## config.mk

```make
export PLATFORM = sky130hd
export DESIGN_NAME = if_stage
export DESIGN_NICKNAME = d
export VERILOG_FILES = /design/src/rtl/cpu_pkg.sv /design/src/rtl/if_stage.sv
export SDC_FILE = /design/constraint.sdc
export NUM_CORES = 1
export LEC_CHECK = 0
export BUFFER_PORTS_ARGS = -buffer_cell sky130_fd_sc_hd__clkbuf_2
export CORE_MARGIN = 4
export CORE_UTILIZATION = 45
export DETAILED_ROUTE_END_ITERATION = 12
export GPL_TIMING_DRIVEN = 1
export PLACE_DENSITY = 0.76
export RECOVER_POWER = 50
export REMOVE_ABC_BUFFERS = 1
export SKIP_LAST_GASP = 1
export SYNTH_ARGS = -nofsm -noshare
export SYNTH_HDL_FRONTEND = slang
export SYNTH_SLANG_ARGS = --single-unit
```

## constraint.sdc

```tcl
create_clock -name Clk -period 2.15 [get_ports Clk]
set_clock_uncertainty 0.05 [all_clocks]
set_input_delay 0.43 -clock Clk [delete_from_list [all_inputs] [get_ports Clk]]
set_output_delay 0.43 -clock Clk [all_outputs]
set_load 0.005 [all_outputs]
```

## src/rtl/cpu_pkg.sv

```systemverilog
// Shared types for the fetch front-end.
//   If_Of_t    : payload handed from IF to OF, {pc, instr}.
//   if_state_e : IF stage FSM states.
//   pc_inc     : sequential next fetch address (wraps modulo 2^32).
package cpu_pkg;

  typedef struct packed {
    logic [31:0] pc;
    logic [31:0] instr;
  } If_Of_t;

  typedef enum logic [1:0] {
    FETCH = 2'd0,
    WAIT  = 2'd1,
    HOLD  = 2'd2
  } if_state_e;

  function automatic logic [31:0] pc_inc(input logic [31:0] pc);
    return pc + 32'd4;
  endfunction

endpackage

```

## src/rtl/if_stage.sv

```systemverilog
// Instruction fetch stage: issues one word fetch at a time to instruction
// memory, holds the returned word in an output register until OF accepts it,
// and follows redirects from EX, discarding responses to abandoned fetches.
// Ports:
//   Clk, Rst                      clock, synchronous active-high reset
//   Imem_Req_o / Imem_Addr_o      fetch request strobe and word-aligned address
//   Imem_Rvalid_i / Imem_Rdata_i  fetch response (arbitrary latency, in order)
//   Br_Taken_i / Br_Target_i      redirect from EX
//   If_Payld_o / If_Valid_o       {pc, instr} payload and its valid to OF
//   Of_Ready_i                    OF accepts the payload
module if_stage
  import cpu_pkg::*;
#(
  parameter logic [31:0] RESET_PC = 32'h0000_0000
) (
  input  logic        Clk,
  input  logic        Rst,
  output logic        Imem_Req_o,
  output logic [31:0] Imem_Addr_o,
  input  logic        Imem_Rvalid_i,
  input  logic [31:0] Imem_Rdata_i,
  input  logic        Br_Taken_i,
  input  logic [31:0] Br_Target_i,
  output If_Of_t      If_Payld_o,
  output logic        If_Valid_o,
  input  logic        Of_Ready_i
);

  if_state_e   r_state, w_state_n;
  logic [31:0] r_pc, w_pc_n;
  If_Of_t      r_payld;
  // Count of in-flight responses that must be thrown away. A reset in WAIT
  // leaves the pre-reset fetch in flight while the post-reset fetch is issued
  // at once, so up to two can be outstanding; hence a count, not a flag.
  logic [1:0]  r_drop_cnt, w_drop_n;
  // In WAIT: the outstanding fetch for pc is still wanted (not redirected).
  logic        r_live, w_live_n;
  logic        w_capture;
  logic [31:0] w_target;
  logic [1:0]  w_outstanding;
  logic [1:0]  w_rst_drop;

  assign w_target    = Br_Target_i & ~32'h3;
  assign Imem_Addr_o = r_pc;
  assign If_Payld_o  = r_payld;

  // Responses still owed by memory when reset hits; this cycle's response
  // (if any) settles the oldest of them.
  assign w_outstanding = r_drop_cnt + {1'b0, (r_state == WAIT) && r_live};
  assign w_rst_drop    = (Imem_Rvalid_i && (w_outstanding != 2'd0)) ?
                         w_outstanding - 2'd1 : w_outstanding;

  always_comb begin
    w_state_n  = r_state;
    w_pc_n     = r_pc;
    w_drop_n   = r_drop_cnt;
    w_live_n   = r_live;
    w_capture  = 1'b0;
    Imem_Req_o = 1'b0;
    If_Valid_o = 1'b0;

    // Discarded responses precede any live one, so any response seen while
    // the count is non-zero belongs to an abandoned fetch.
    if (Imem_Rvalid_i && (r_drop_cnt != 2'd0)) begin
      w_drop_n = r_drop_cnt - 2'd1;
    end

    case (r_state)
      FETCH: begin
        if (Br_Taken_i) begin
          w_pc_n = w_target;
        end else begin
          Imem_Req_o = 1'b1;
          w_live_n   = 1'b1;
          w_state_n  = WAIT;
        end
      end
      WAIT: begin
        if (Imem_Rvalid_i && (r_drop_cnt == 2'd0)) begin
          w_live_n = 1'b0;
          if (Br_Taken_i) begin
            w_pc_n    = w_target;
            w_state_n = FETCH;
          end else begin
            w_capture = 1'b1;
            w_state_n = HOLD;
          end
        end else begin
          if (Br_Taken_i) begin
            w_pc_n = w_target;
            if (r_live) begin
              w_live_n = 1'b0;
              w_drop_n = w_drop_n + 2'd1;
            end
          end
          if ((w_drop_n == 2'd0) && !w_live_n) begin
            w_state_n = FETCH;
          end
        end
      end
      HOLD: begin
        If_Valid_o = !Br_Taken_i;
        if (Br_Taken_i) begin
          w_pc_n    = w_target;
          w_state_n = FETCH;
        end else if (Of_Ready_i) begin
          w_pc_n    = pc_inc(r_pc);
          w_state_n = FETCH;
        end
      end
      default: w_state_n = FETCH;
    endcase

    if (Rst) begin
      Imem_Req_o = 1'b0;
      If_Valid_o = 1'b0;
    end
  end

  always_ff @(posedge Clk) begin
    if (Rst) begin
      r_state    <= FETCH;
      r_pc       <= RESET_PC;
      r_drop_cnt <= w_rst_drop;
      r_live     <= 1'b0;
      r_payld    <= '0;
    end else begin
      r_state    <= w_state_n;
      r_pc       <= w_pc_n;
      r_drop_cnt <= w_drop_n;
      r_live     <= w_live_n;
      if (w_capture) begin
        r_payld <= '{pc: r_pc, instr: Imem_Rdata_i};
      end
    end
  end

endmodule

```

==> results by stage <==
Status:
- The flow ran to the end, and the final reports show no timing, DRC or antenna violations.

Clocking:
- The cell sitting at the root of the clock tree is a sky130_fd_sc_hd__clkbuf_8.
- In this run, CTS created clock tree buffers numbering 9.
- The clock tree from TritonCTS is built.
- Clock-pin slew was measured on the worst setup and hold paths at around 90 ps.
- Buffers inserted to repair hold after CTS numbered 0.
- The H-tree generated during clock tree synthesis spans 3 levels.
- Clock latency on the worst-skew pair, taken at its later pin, is 360 ps.
- The count of clock tree sinks is slightly below 100.
- The largest buffer count on any clock path is 2.

Power and ir drop:
- The total power divided by cell area is 677.2 nW/µm².
- The reported net switching power is approximately 1.2 mW.
- The internal power is between 2 and 3 mW.
- Registers are responsible for slightly above 50% of the overall power.
- Net switching is between 30 and 40% of the power.
- The analysis attributes to cell leakage a power of about 2.3 nW.
- The share of total power dissipated in combinational logic is 21.8%.
- The maximum vdd ir drop is 0.2807 mV.
- The part of the power in the clock network is 27.2%.

Min path:
- The worst hold path belongs to the class in -> reg.

Logic synthesis:
- Yosys mapped a number of flops with a built-in enable equal to 0.
- The share of synthesized area occupied by flip-flops and latches is a little over two fifths.
- The most frequently used flop master after synthesis is sky130_fd_sc_hd__dfxtp_1.
- The Yosys step of the flow raised 0 warnings.
- The number of register bits inferred by synthesis is between 90 and 100.
- Of all flip-flops after synthesis, the portion carrying an async set or reset was 0%.
- The cell count after synthesis came out at about 590.
- The commonest cells after synthesis are sky130_fd_sc_hd__nand2_1 (152), sky130_fd_sc_hd__dfxtp_1 (97), sky130_fd_sc_hd__a21oi_1 (79).
- The share of synthesized area in the top cell type comes to a little over two fifths.
- The post-synthesis instance area is 4459 µm².
- The number of distinct standard cells referenced by the synthesized netlist is 55.
- The most common cell in the netlist is sky130_fd_sc_hd__nand2_1.
- By area the synthesized netlist is led by sky130_fd_sc_hd__dfxtp_1 (44%), sky130_fd_sc_hd__nand2_1 (13%), sky130_fd_sc_hd__a21oi_1 (8.9%), sky130_fd_sc_hd__clkbuf_1 (3.4%), sky130_fd_sc_hd__nor2_1 (2.7%).
- The synthesized design spends more area on one cell type than any other, namely sky130_fd_sc_hd__dfxtp_1.
- Averaged over all synthesized cells, the footprint is about 7.6 µm².

Floorplanning:
- The width of the die is between 100 and 150 µm.
- The region available for standard cell placement spans between 9000 and 10000 µm².
- The die covers approximately 12000 µm².
- The top-level I/O count is 167.
- The floorplan has 36 rows.
- In this run the vertical extent of the chip is ~110 µm.
- The effective utilization at floorplan is around 46%.

Detailed routing:
- The detailed-route wire length is 13.00 mm.
- The number of DRC markers after the initial detailed-route iteration is between 300 and 400.
- The via density per instance is ~5.3.
- The detailed-routing iteration count for the pre-antenna-repair pass is 4.
- The per-cell routed wire length is between 10 and 15 µm.
- The count of unresolved DRC violations after routing is 0.
- Once detail routing completed, the nets flagged for antenna violations numbered 0.
- For this block, the via count after detailed routing is approximately 4700.

Cells and area:
- The antenna diode count is 0.
- The net count of the finished layout is between 800 and 900.
- The cell area after layout is about 5700 µm².
- Of the cells placed in the final design, the portion with a size suffix greater than 1 is approximately a quarter.
- The post-layout instance count excluding filler cells is roughly 900.
- The area growth from synthesis to layout is 28.14%.

Setup path:
- STA classifies the critical path startpoint as a flip-flop.
- In this run the worst path has a maximum fanout of 4.
- At the worst endpoint, the required time is 2360 ps.
- The worst setup path is captured at a flip-flop.
- The classification of the worst setup path is reg -> reg.
- For the worst setup path, the data arrival time is between 2000 and 2500 ps.

Timing:
- The highest achievable clock rate is ~0.49 GHz.
- Setup repair after global routing could not meet its margin everywhere.
- For the pin with the worst max-slew slack, the measured transition is between 400 and 500 ps.
- The accumulated negative setup slack is 0 ps.
- In the finished design, the share of the clock period the worst path needs comes to 94.57%.
- The final-report hold violation count is 0.
- The number of setup violations in the final report is 0.
- The number of pins exceeding their max-slew limit in the final report came to 0.
- The shortest clock period the worst path allows after layout is 2033 ps.
- The worst slew slack as a fraction of its limit is about two thirds.

Global route:
- The overall track demand over capacity in global routing is a little under a quarter.
- The pin count of the biggest net entering global routing is 45.
- The first-pass GRT wire length is ~21 mm.
- The via count of the first global-routing pass is 4473.
- After global routing the overflow that remains totals 0.
- The number of antenna violations at the first check in global routing is 0.

Placed design:
- Summed over all nets, the half-perimeter wirelength after detailed placement is 9.437 mm.
- During placement, the flow inserted port buffers numbering 160.
- Once placement completed, the tool counted placed cells totaling approximately 880.
- The area of placed instances is around 5600 µm².
- At the end of routability-driven placement, the weighted congestion stood at roughly 0.84.

Run:
- The count of max-cap constraint violations is 0.
metrics by stage:
step	hold WS, ps	util [%]	power (mW)	worst slack, ps
6_report	225.9	58.73	3.869	116.7
5_1_grt	213.3	58.73	4.094	-16.82
4_1_cts	214.8	59.10	3.912	69.02
3_5_place_dp	395.4	57.42	2.866	-6.903
3_3_place_gp	391.1	57.42	2.811	27.77
2_1_floorplan	396.7	-	2.483	-2100
path summary, 6_finish.rpt:
path / startpoint / endpoint / slack, ps / cells past startpoint
max: r_drop_cnt[1] / r_drop_cnt[1] / 120 / 7
min: Imem_Rdata_i[15] / If_Payld_o[15] / 230 / 3
max reg2reg: r_drop_cnt[1] / r_drop_cnt[1] / 120 / 7
min reg2reg: If_Payld_o[41] / If_Payld_o[41] / 410 / 2
power groups by stage:
stage	clock network, mW	logic, mW	registers (mW)
final	1.05	0.843	1.97
after CTS	1.08	0.854	1.97
after detailed placement	0	0.852	2.01
after global placement	0	0.801	2.01
after global routing	1.17	0.933	1.99
after floorplan	0	0.441	2.04
cell families (layout without fill, tap and decap cells):
family	count (synthesis)	count (layout)	share of synthesized area (%)
and+or+nand+nor	270	270	27.83
AOI/OAI and AO/OA	150	150	20.17
DFF	97	97	43.55
buffers and inverters	55	233	5.050
xor gates and xnor gates	5	5	0.9820
muxes	5	5	1.206
adders and majority gates	4	4	1.122
other	1	4	0.08409
critical path: stages (launching register included):
cell and delay, ps:
sky130_fd_sc_hd__dfxtp_1 380, sky130_fd_sc_hd__inv_1 100, sky130_fd_sc_hd__ha_1 230, sky130_fd_sc_hd__nand2_1 130, sky130_fd_sc_hd__or3b_2 510, sky130_fd_sc_hd__nor3_1 210, sky130_fd_sc_hd__nor4b_2 70, sky130_fd_sc_hd__a221o_1 250
sequential cells by signal (all words and copies together), names as in the netlist:
register and cells:
If_Payld_o 62, Imem_Addr_o 30, r_drop_cnt 2, r_live 1, r_state 2
placed cells by master, fill, tap and decap left out, types with 17 or more instances in the layout:
cell	netlist	final
sky130_fd_sc_hd__nand2_1	152	152
sky130_fd_sc_hd__clkbuf_2	0	124
sky130_fd_sc_hd__dfxtp_1	97	97
sky130_fd_sc_hd__a21oi_1	79	78
sky130_fd_sc_hd__clkbuf_1	40	49
sky130_fd_sc_hd__buf_4	4	38
sky130_fd_sc_hd__nor2_1	32	32
sky130_fd_sc_hd__nor3_1	21	20
sky130_fd_sc_hd__nand3_1	19	19
sky130_fd_sc_hd__o21ai_0	17	17
layout make-up:
| class | count | area, µm² |
|---|---|---|
| Sequential cell | 97 | 1942 |
| Inverter | 7 | 26.28 |
| Clock buffer | 11 | 141.4 |
| Timing Repair Buffer | 211 | 1090 |
| Tap cell | 133 | 166.4 |
| Clock inverter | 4 | 20.02 |
| Multi-Input combinational cell | 438 | 2328 |
| Fill cell | 976 | 4015 |
metal layers:
metal	track usage, %	wire (µm)	up-vias	share of wire, %
met2	36.94	6170	178	47
li1	-	-	2389	-
met4	9.558	300	0	2.3
met1	28.76	5472	2141	42
met3	5.039	1054	23	8.1
met5	0	0	-	0
timing repair:
item | 4_1_cts | 5_1_grt
setup buffers | 0 | 7
endpoints found under the setup margin | 1 | 5
endpoints found under the hold margin | 0 | 0
pin swaps | 0 | 2
resized for setup | 1 | 2
Power figures use the tool's default switching activity.
